`src/rtl/gemm_pkg.sv`:
```
`default_nettype none
// ============================================================================
// Module      : gemm_pkg
// Description : Shared types and defaults for the GEMM tile controller.
// Revision    : 1.0 - initial release
// ============================================================================
package gemm_pkg;

  // Default operand width, PE-array edge and MAC pipeline depth
  localparam int DEF_IN_DATA_WIDTH = 8;
  localparam int DEF_SQ_DIM        = 4;
  localparam int DEF_MAC_LATENCY   = 1;

  // Controller state encoding
  typedef enum logic [1:0] {
    ST_IDLE   = 2'd0,
    ST_RUN    = 2'd1,
    ST_DRAIN  = 2'd2,
    ST_FINISH = 2'd3
  } gemm_state_e;

endpackage
`default_nettype wire

```
`src/rtl/gemm_tile_counter.sv`:
```
`default_nettype none
// ============================================================================
// Module      : gemm_tile_counter
// Description : Nested m/n/k wrap counter (k innermost, m outermost) with
//               first/last flags for the current coordinate.
// Revision    : 1.0 - initial release
// ============================================================================
module gemm_tile_counter #(
  parameter int SizeWidth = 8
) (
  input  logic                 clk_i,
  input  logic                 rst_ni,
  input  logic                 clr_i,
  input  logic                 en_i,
  input  logic [SizeWidth-1:0] m_size_i,
  input  logic [SizeWidth-1:0] k_size_i,
  input  logic [SizeWidth-1:0] n_size_i,
  output logic [SizeWidth-1:0] m_o,
  output logic [SizeWidth-1:0] n_o,
  output logic [SizeWidth-1:0] k_o,
  output logic                 k_first_o,
  output logic                 k_last_o,
  output logic                 last_o
);

  logic [SizeWidth-1:0] r_m;
  logic [SizeWidth-1:0] r_n;
  logic [SizeWidth-1:0] r_k;
  logic                 w_m_last;
  logic                 w_n_last;
  logic                 w_k_last;

  assign w_m_last = (r_m == (m_size_i - SizeWidth'(1)));
  assign w_n_last = (r_n == (n_size_i - SizeWidth'(1)));
  assign w_k_last = (r_k == (k_size_i - SizeWidth'(1)));

  // Advance k each enabled cycle, carrying into n and then m on wrap
  always_ff @(posedge clk_i or negedge rst_ni) begin
    if (!rst_ni) begin
      r_m <= '0;
      r_n <= '0;
      r_k <= '0;
    end else if (clr_i) begin
      r_m <= '0;
      r_n <= '0;
      r_k <= '0;
    end else if (en_i) begin
      if (w_k_last) begin
        r_k <= '0;
        if (w_n_last) begin
          r_n <= '0;
          r_m <= w_m_last ? '0 : r_m + SizeWidth'(1);
        end else begin
          r_n <= r_n + SizeWidth'(1);
        end
      end else begin
        r_k <= r_k + SizeWidth'(1);
      end
    end
  end

  assign m_o       = r_m;
  assign n_o       = r_n;
  assign k_o       = r_k;
  assign k_first_o = (r_k == '0);
  assign k_last_o  = w_k_last;
  assign last_o    = w_k_last & w_n_last & w_m_last;

endmodule
`default_nettype wire

```
`src/rtl/gemm_tile_ctrl.sv`:
```
`default_nettype none
// ============================================================================
// Module      : gemm_tile_ctrl
// Description : Tile-level GEMM sequencer. Streams A/B tile reads in m,n,k
//               order, aligns valid/init controls to the 1-cycle SRAM data
//               and issues one C write per finished output tile.
// Revision    : 1.0 - initial release
// ============================================================================
module gemm_tile_ctrl
  import gemm_pkg::*;
#(
  parameter int InDataWidth = DEF_IN_DATA_WIDTH,
  parameter int SqDim       = DEF_SQ_DIM,
  parameter int AddrWidth   = 16,
  parameter int SizeWidth   = 8,
  parameter int MacLatency  = DEF_MAC_LATENCY
) (
  input  logic                 clk_i,
  input  logic                 rst_ni,
  input  logic                 start_i,
  input  logic [SizeWidth-1:0] m_tiles_i,
  input  logic [SizeWidth-1:0] k_tiles_i,
  input  logic [SizeWidth-1:0] n_tiles_i,
  output logic                 busy_o,
  output logic                 done_o,
  output logic                 a_rd_en_o,
  output logic                 b_rd_en_o,
  output logic [AddrWidth-1:0] a_addr_o,
  output logic [AddrWidth-1:0] b_addr_o,
  output logic                 a_valid_o,
  output logic                 b_valid_o,
  output logic                 init_save_o,
  output logic                 acc_clr_o,
  output logic                 c_wr_en_o,
  output logic [AddrWidth-1:0] c_addr_o
);

  // Reject configurations the write pipeline cannot represent
  generate
    if (MacLatency < 1 || SqDim < 1 || InDataWidth < 1) begin : g_param_check
      $error("gemm_tile_ctrl: MacLatency, SqDim and InDataWidth must be >= 1");
    end
  endgenerate

  gemm_state_e          r_state;
  logic [SizeWidth-1:0] r_m_size;
  logic [SizeWidth-1:0] r_k_size;
  logic [SizeWidth-1:0] r_n_size;
  logic                 r_rd_en;
  logic                 r_acc_clr;
  logic                 r_busy;
  logic                 r_done;

  logic                 w_accept;
  logic                 w_zero;
  logic [SizeWidth-1:0] w_m;
  logic [SizeWidth-1:0] w_n;
  logic [SizeWidth-1:0] w_k;
  logic                 w_k_first;
  logic                 w_k_last;
  logic                 w_last;
  logic [AddrWidth-1:0] w_a_addr;
  logic [AddrWidth-1:0] w_b_addr;
  logic [AddrWidth-1:0] w_c_addr;
  logic                 w_final_wr;

  // Read-return stage, aligned with SRAM data
  logic                 r_vld;
  logic                 r_init;
  logic                 r_vld_klast;
  logic                 r_vld_last;
  logic [AddrWidth-1:0] r_vld_caddr;

  // MAC-latency delay line for the C write strobe, its address and a job-end tag
  logic                 r_wr_en   [MacLatency];
  logic                 r_wr_last [MacLatency];
  logic [AddrWidth-1:0] r_wr_addr [MacLatency];

  assign w_accept = (r_state == ST_IDLE) && start_i;
  assign w_zero   = (m_tiles_i == '0) || (k_tiles_i == '0) || (n_tiles_i == '0);

  gemm_tile_counter #(
    .SizeWidth (SizeWidth)
  ) u_counter (
    .clk_i     (clk_i),
    .rst_ni    (rst_ni),
    .clr_i     (w_accept),
    .en_i      (r_rd_en),
    .m_size_i  (r_m_size),
    .k_size_i  (r_k_size),
    .n_size_i  (r_n_size),
    .m_o       (w_m),
    .n_o       (w_n),
    .k_o       (w_k),
    .k_first_o (w_k_first),
    .k_last_o  (w_k_last),
    .last_o    (w_last)
  );

  // Unsigned tile-index arithmetic, wrapping at AddrWidth
  assign w_a_addr = AddrWidth'(w_m) * AddrWidth'(r_k_size) + AddrWidth'(w_k);
  assign w_b_addr = AddrWidth'(w_k) * AddrWidth'(r_n_size) + AddrWidth'(w_n);
  assign w_c_addr = AddrWidth'(w_m) * AddrWidth'(r_n_size) + AddrWidth'(w_n);

  assign w_final_wr = r_wr_en[MacLatency-1] & r_wr_last[MacLatency-1];

  // Sequencer: job acceptance, read phase, drain of in-flight writes, done
  always_ff @(posedge clk_i or negedge rst_ni) begin
    if (!rst_ni) begin
      r_state   <= ST_IDLE;
      r_m_size  <= '0;
      r_k_size  <= '0;
      r_n_size  <= '0;
      r_rd_en   <= 1'b0;
      r_acc_clr <= 1'b0;
      r_busy    <= 1'b0;
      r_done    <= 1'b0;
    end else begin
      r_acc_clr <= 1'b0;
      r_done    <= 1'b0;
      case (r_state)
        ST_IDLE: begin
          if (start_i) begin
            r_m_size  <= m_tiles_i;
            r_k_size  <= k_tiles_i;
            r_n_size  <= n_tiles_i;
            r_acc_clr <= 1'b1;
            r_busy    <= 1'b1;
            if (w_zero) begin
              r_state <= ST_FINISH;
              r_done  <= 1'b1;
            end else begin
              r_state <= ST_RUN;
              r_rd_en <= 1'b1;
            end
          end
        end
        ST_RUN: begin
          if (w_last) begin
            r_state <= ST_DRAIN;
            r_rd_en <= 1'b0;
          end
        end
        ST_DRAIN: begin
          if (w_final_wr) begin
            r_state <= ST_FINISH;
            r_done  <= 1'b1;
          end
        end
        ST_FINISH: begin
          r_state <= ST_IDLE;
          r_busy  <= 1'b0;
        end
        default: begin
          r_state <= ST_IDLE;
          r_rd_en <= 1'b0;
          r_busy  <= 1'b0;
        end
      endcase
    end
  end

  // Align per-beat controls with read data, then delay the tile write by MacLatency
  always_ff @(posedge clk_i or negedge rst_ni) begin
    if (!rst_ni) begin
      r_vld       <= 1'b0;
      r_init      <= 1'b0;
      r_vld_klast <= 1'b0;
      r_vld_last  <= 1'b0;
      r_vld_caddr <= '0;
      for (int i = 0; i < MacLatency; i++) begin
        r_wr_en[i]   <= 1'b0;
        r_wr_last[i] <= 1'b0;
        r_wr_addr[i] <= '0;
      end
    end else begin
      r_vld       <= r_rd_en;
      r_init      <= r_rd_en & w_k_first;
      r_vld_klast <= r_rd_en & w_k_last;
      r_vld_last  <= r_rd_en & w_last;
      r_vld_caddr <= (r_rd_en & w_k_last) ? w_c_addr : '0;
      r_wr_en[0]   <= r_vld_klast;
      r_wr_last[0] <= r_vld_last;
      r_wr_addr[0] <= r_vld_klast ? r_vld_caddr : '0;
      for (int i = 1; i < MacLatency; i++) begin
        r_wr_en[i]   <= r_wr_en[i-1];
        r_wr_last[i] <= r_wr_last[i-1];
        r_wr_addr[i] <= r_wr_addr[i-1];
      end
    end
  end

  assign busy_o      = r_busy;
  assign done_o      = r_done;
  assign acc_clr_o   = r_acc_clr;
  assign a_rd_en_o   = r_rd_en;
  assign b_rd_en_o   = r_rd_en;
  assign a_addr_o    = r_rd_en ? w_a_addr : '0;
  assign b_addr_o    = r_rd_en ? w_b_addr : '0;
  assign a_valid_o   = r_vld;
  assign b_valid_o   = r_vld;
  assign init_save_o = r_init;
  assign c_wr_en_o   = r_wr_en[MacLatency-1];
  assign c_addr_o    = r_wr_addr[MacLatency-1];

endmodule
`default_nettype wire

```
`config.mk`:
```
export PLATFORM = sky130hd
export DESIGN_NAME = gemm_tile_ctrl
export DESIGN_NICKNAME = d
export VERILOG_FILES = /design/src/rtl/gemm_pkg.sv /design/src/rtl/gemm_tile_counter.sv /design/src/rtl/gemm_tile_ctrl.sv
export SDC_FILE = /design/constraint.sdc
export NUM_CORES = 1
export LEC_CHECK = 0
export ABC_AREA = 0
export BUFFER_PORTS_ARGS = -buffer_cell sky130_fd_sc_hd__buf_2
export CORE_MARGIN = 3
export CORE_UTILIZATION = 40
export DETAILED_ROUTE_END_ITERATION = 16
export MAX_ROUTING_LAYER = met4
export PLACE_DENSITY = 0.57
export SETUP_SLACK_MARGIN = 0.02
export SYNTH_ARGS = -nofsm -noshare
export SYNTH_HDL_FRONTEND = slang
export SYNTH_SLANG_ARGS = --single-unit
```
`constraint.sdc`:
```
create_clock -name clk_i -period 10.7 [get_ports clk_i]
set_input_delay 1.07 -clock clk_i [delete_from_list [all_inputs] [get_ports clk_i]]
set_output_delay 1.07 -clock clk_i [all_outputs]
set_load 0.005 [all_outputs]
```
After elaboration in Yosys (flattened, before gate mapping)
Index checks and enable logic that the tools add are counted.
- input port bits: 27
- output and inout bits: 57
- register bits after elaboration: 92
- $mul: 3
- eq/ne operators: 10
- reductions and logical operators: 19
- multiplexer cells: 33
- bitwise gates (word level): 6
- $add $sub $neg: 9
- operator list (operator ; count):
    $mux W8 ; 12
    $mux W16 ; 4
    $add A16 B8 Y16 ; 3
    $mul A8 B8 Y16 ; 3
    $logic_not A8 Y1 ; 4
    $add A8 B1 Y8 const B ; 3
    $eq A8 B8 Y1 ; 3
    $sub A8 B1 Y8 const B ; 3
    $reduce_bool A2 Y1 ; 5
    $mux W1 ; 9
    $mux W2 ; 4
    $ne A2 B2 Y1 const B ; 4
    $pmux W2 S4 ; 1
    $and A1 B1 Y1 ; 6
    $pmux W1 S2 ; 3
    $reduce_and A2 Y1 ; 3
    $reduce_and A3 Y1 ; 2
    $eq A2 B2 Y1 const B ; 2
    $reduce_and A4 Y1 ; 1
    $eq A2 B1 Y1 const B ; 1
    $logic_not A2 Y1 ; 1
    $logic_or A1 B1 Y1 ; 2
    $logic_and A1 B1 Y1 ; 1

Logic depth before layout (Yosys ltp)
- word-level depth: 7
- gate-level depth with buffers: 20
- depth with buffers taken out: 18

Hierarchy
Synthesis repeated with hierarchy kept, for this count alone.
- cells, all modules: 1268
- area total of the unflattened synthesis: 11527.3 um^2
- by module, submodules not included (module ; instances ; seq. area each (um^2) ; cells an instance ; area an instance (um^2)):
    gemm_tile_ctrl ; 1 ; 1701.6 ; 1003 ; 9357.7
    gemm_tile_counter ; 1 ; 600.6 ; 265 ; 2169.6

Worst setup path after synthesis
No wires, ideal clock.
- kind: register to output
- from: reg r_n_size[0]
- to: out b_addr_o[15]
- arrival: 4.525 ns
- slack: 5.105 ns
- cell stages (with the launch flop): 19
- data required time: 9.630 ns
- cells stage by stage: dfrtp_1 clkbuf_1 buf_1 nand2_1 fa_1 inv_1 fa_1 ha_1 inv_1 fa_1 inv_1 fa_1 a21o_1 a21oi_1 o21ai_0 a31oi_1 a21oi_1 or3_1 a21oi_1
- word-level cells in the longest chain between the ends: 3
- ends and longest elaborated chain (item ; line ; source):
    from (decl) ; gemm_tile_ctrl.sv:48 ; logic [SizeWidth-1:0] r_n_size;
    from (signal assigned) ; gemm_tile_ctrl.sv:126 ; r_n_size <= n_tiles_i;
    $mul A8 B8 Y16 ; gemm_tile_ctrl.sv:102 ; assign w_b_addr = AddrWidth'(w_k) * AddrWidth'(r_n_size) + AddrWidth'(w_n);
    $add A16 B8 Y16 ; gemm_tile_ctrl.sv:102 ;
    $mux W16 ; gemm_tile_ctrl.sv:199 ; assign b_addr_o = r_rd_en ? w_b_addr : '0;
    to (decl) ; gemm_tile_ctrl.sv:29 ; output logic [AddrWidth-1:0] b_addr_o,
Every way passes these cells.

Final worst setup path
Same ends and word-level chain as after synthesis.

==> results.txt <==
----------------------------------------------------
[Final layout]
  Most frequent cells in the layout ... sky130_fd_sc_hd__inv_1, sky130_fd_sc_hd__nand2_1, sky130_fd_sc_hd__and2_1
  Ant. Diodes ... 0
  Combined area of the multi-input logic cells ... 8200 um2
  Share of layout cells above drive strength 1 ... 9.35%
  Number of nets at the end of the flow ... 1653
  Reg area ... 2300 um2
  Number of filler cells placed in the layout ... 2829
  Post-route insts no fill ... 1758
  Area growth from synthesis to layout ... 8.30%
  Core occupancy in the finished layout ... 44.6%
  Most frequent standard cell in the layout excluding fill and tap cells ... sky130_fd_sc_hd__inv_1

[Power]
  Power per Cell Area ... 52.9 nW/um2
  Standby leakage power ... 6.74 nW
  Peak VDD IR ... 0.0000585 V
  Overall Power ... 0.000665 W

[Worst setup path]
  Worst Path Max Fanout ... 20
  Data arrival time of the critical path ... 5.39 ns
  Kind of critical path ... reg -> out
  Worst-path cell chain ... nand2_1 -> fa_1 -> inv_1 -> ha_1 -> ha_1 -> inv_1 -> fa_1 -> inv_1 -> ha_1 -> fa_1 -> a21o_1 -> a21oi_1 -> o21ai_0 -> a31oi_1 -> a21oi_1 -> or3_1 -> a21oi_1 -> buf_2
  Worst-case reg-to-reg path depth ... 15
  Category of the worst setup path launch point ... register
  Worst reg2reg path endpoint ... r_vld_caddr[14]
  Data required time at the worst endpoint ... 9.63 ns
  R2R Setup Slk ... 5.70 ns
  Maximum cell stage delay along the critical path ... 0.79 ns
  Startpoint of the lowest-slack register-to-register path ... u_counter.m_o[0]
  Worst Setup End Kind ... output port
  CP max stage cell ... sky130_fd_sc_hd__dfrtp_1

[Timing]
  Setup repair after global routing missed its margin ... false
  Maximum clock frequency ... 155 MHz
  Worst rel slew slack ... 32.0%
  Number of hold violations in the final report ... 0
  Post-route clock skew ... 0.0133 ns
  Clock period minus final worst setup slack ... 6.46 ns
  Count of endpoints failing setup in the final report ... 0
  Part of the cycle the worst path needs ... 60.4%
  Slew at the pin closest to its max-slew limit ... 1.02 ns
  Final Max Slew Viols ... 0
  Post-route setup TNS ... 0 ns

[Die]
  Core Region ... 28200 um2
  Die H ... 176 um
  Cell row count ... 61
  Die boundary width ... 176 um
  Num ports ... 84
  Area of the die ... 31100 um2
  Starting Density ... 41.2%

[GRT]
  Met3 track demand over resource ... 2.30%
  Via count of the first global-routing pass ... 9229
  Pin count of the biggest net entering global routing ... 63
  Grt met2 use ... 30.1%
  First-pass GRT wire length ... 46.1 mm
  Most utilized layer in the global route result ... met2
  Gr usage total ... 18.8%
  Initial antenna violation count ... 0
  Grt ovf ... 0
  Global-route track usage on met1 ... 25.6%

[Logic synthesis]
  Number of flops mapped to enable cells by yosys ... 0
  Post-synthesis area per instance ... 8.66 um2
  Distinct cell type count after synthesis ... 69
  Number of nets produced by synthesis ... 1618
  Cells after Synth ... 1340
  Ys Warns ... 0
  Sequential share of the synthesized area ... 19.8%
  Async set or reset register ratio after synthesis ... 100%
  Dominant synthesized flop cell ... sky130_fd_sc_hd__dfrtp_1
  Number of flip-flops and latches in the synthesized netlist ... 92
  Synthesized cell area ... 11600 um2

[Clock tree]
  CTS tree ... built
  Clock Sink Count ... 92
  Clk root buf ... sky130_fd_sc_hd__clkbuf_16
  Worst-path clk slew ... 0.07 ns
  CTS Buffer Depth ... 2
  Later-pin clock latency in the skew report ... 0.35 ns
  Number of buffers added to fix hold violations after cts ... 0
  Number of gates resized after CTS ... 0
  Count of buffers added by post-CTS timing repair for setup ... 0
  Total CTS buffers ... 9
  Maximum level of the CTS H-tree ... 3

[Placement]
  RD Place Congestion ... 0.858
  Post-detail-place hpwl ... 20.3 mm
  Count of port buffers added during placement ... 83
  Number of cells in the design after placement ... 1742

[Worst hold path]
  Destination of the worst hold path ... r_wr_last
  Worst Min Path Start ... r_vld_last
  Number of cells traversed by the worst hold path ... 0
  Hold Crit Class ... reg -> reg

[Route]
  DR vias ... 8863
  DRC violation count after routing ... 0
  Average wire per standard cell ... 15.2 um
  Average via count per standard cell ... 5.04
  Total length of routed wires ... 26.6 mm
  Violation count after the first detailed-routing iteration ... 413
  Number of search-and-repair iterations in the first detailed-routing pass ... 5
  Post-route antenna net violation count ... 0

[Flow run]
  Max-cap violation count ... 0

[Outcome]
  Status ... finished, final reports clean

----------------------------------------------------
cells by family after synthesis:
family                     after synthesis  synth area share, %
adders and majority gates              251                 35.6
DFF                                     92                 19.8
muxes                                    2                0.183
buffers and inverters                  287                 9.50
xor gates and xnor gates                57                 4.37
and+or+nand+nor                        490                 21.4
AOI/OAI and AO/OA                      161                 9.10
metal layers:
| layer | share of wire (%) | wire length (um) |
|---|---|---|
| met1 | 48 | 12700 |
| met2 | 47 | 12400 |
| met3 | 4.0 | 1070 |
| met4 | 1.6 | 421 |
| met5 | 0 | 0 |
registers in the layout (all words and copies together), names as in the netlist, 2 cells and up:
register	cells
r_vld_caddr	16
r_state	2
u_counter.k_o	8
u_counter.n_o	8
u_counter.m_o	8
r_k_size	8
c_addr_o	16
r_n_size	8
r_m_size	8
power breakdown:
group	total [W]	switching, W	internal [W]	leakage, nW
clock	0.000302	0.000144	0.000158	0.136
sequential	0.000348	0	0.000348	1.19
combinational	0.0000149	0.0000108	0.00000417	5.42
total	0.000665	0.000155	0.000510	6.74
stage by stage:
step	setup slack [ns]	hold WS [ns]	area, um2
floorplan	5.11	0.331	11600
global placement	4.72	0.333	12300
detailed placement	4.65	0.336	12300
CTS	4.25	0.353	12600
global route	3.90	0.360	12600
finish	4.24	0.351	12600
Yosys cell counts, types with 2 or more instances:
library cell,number,area share [%]
sky130_fd_sc_hd__inv_1,213,6.9
sky130_fd_sc_hd__nand2_1,175,5.7
sky130_fd_sc_hd__and2_1,142,7.7
sky130_fd_sc_hd__fa_1,132,23
sky130_fd_sc_hd__ha_1,119,13
sky130_fd_sc_hd__dfrtp_1,92,20
sky130_fd_sc_hd__nor2_1,60,1.9
sky130_fd_sc_hd__clkbuf_1,53,1.7
sky130_fd_sc_hd__a21oi_1,38,1.6
sky130_fd_sc_hd__o21ai_0,36,1.6
sky130_fd_sc_hd__xnor2_1,32,2.4
sky130_fd_sc_hd__xor2_1,24,1.8
sky130_fd_sc_hd__nor3_1,19,0.82
sky130_fd_sc_hd__nand3_1,18,0.78
sky130_fd_sc_hd__and3_1,16,0.86
sky130_fd_sc_hd__nor4_1,14,0.75
sky130_fd_sc_hd__a31oi_1,11,0.59
sky130_fd_sc_hd__nand2b_1,11,0.59
sky130_fd_sc_hd__o21ai_1,10,0.43
sky130_fd_sc_hd__nor2b_1,8,0.43
sky130_fd_sc_hd__o21a_1,8,0.52
sky130_fd_sc_hd__buf_2,7,0.30
sky130_fd_sc_hd__nand4_1,7,0.38
sky130_fd_sc_hd__a21o_1,6,0.39
sky130_fd_sc_hd__buf_1,6,0.19
sky130_fd_sc_hd__o211ai_1,5,0.32
sky130_fd_sc_hd__o21bai_1,5,0.32
sky130_fd_sc_hd__a21boi_0,4,0.26
sky130_fd_sc_hd__a32oi_1,4,0.30
sky130_fd_sc_hd__buf_4,4,0.26
sky130_fd_sc_hd__nor3b_1,4,0.26
sky130_fd_sc_hd__o22ai_1,4,0.22
sky130_fd_sc_hd__a211oi_1,3,0.19
sky130_fd_sc_hd__a22oi_1,3,0.19
sky130_fd_sc_hd__inv_2,3,0.097
sky130_fd_sc_hd__nand3b_1,3,0.19
sky130_fd_sc_hd__o2111ai_1,3,0.23
sky130_fd_sc_hd__or3_1,3,0.16
sky130_fd_sc_hd__a2111oi_0,2,0.15
sky130_fd_sc_hd__a41oi_1,2,0.15
sky130_fd_sc_hd__and4_1,2,0.15
sky130_fd_sc_hd__or4_1,2,0.13
layout make-up:
type,count,share of cell area [%]
inverters,216,6.45
clock inverters,7,0.388
multi-input cells,961,65.2
clock buffers,9,1.79
repair buffers,95,4.04
well taps,378,3.76
flip-flops and latches,92,18.3
worst max-delay path: cells and delay by family (launching register included):
kind	cells	cell delay, ns
flops	1	0.79
compound gates	6	1.23
fa+ha+maj	6	2.21
simple gates	2	0.53
buf+inv	4	0.27
how the worst max path moves through the flow:
stage           startpoint            to  slack, ns  cells after the start
2_1_floorplan  r_n_size[0]  b_addr_o[15]       5.11                     18
3_3_place_gp   r_n_size[0]  b_addr_o[15]       4.72                     18
3_5_place_dp   r_n_size[0]  b_addr_o[15]       4.65                     18
4_1_cts        r_n_size[0]  b_addr_o[15]       4.25                     18
5_1_grt        r_n_size[0]  b_addr_o[15]       3.90                     18
6_report       r_n_size[0]  b_addr_o[15]       4.24                     18
(Power assumes the default switching activity.)
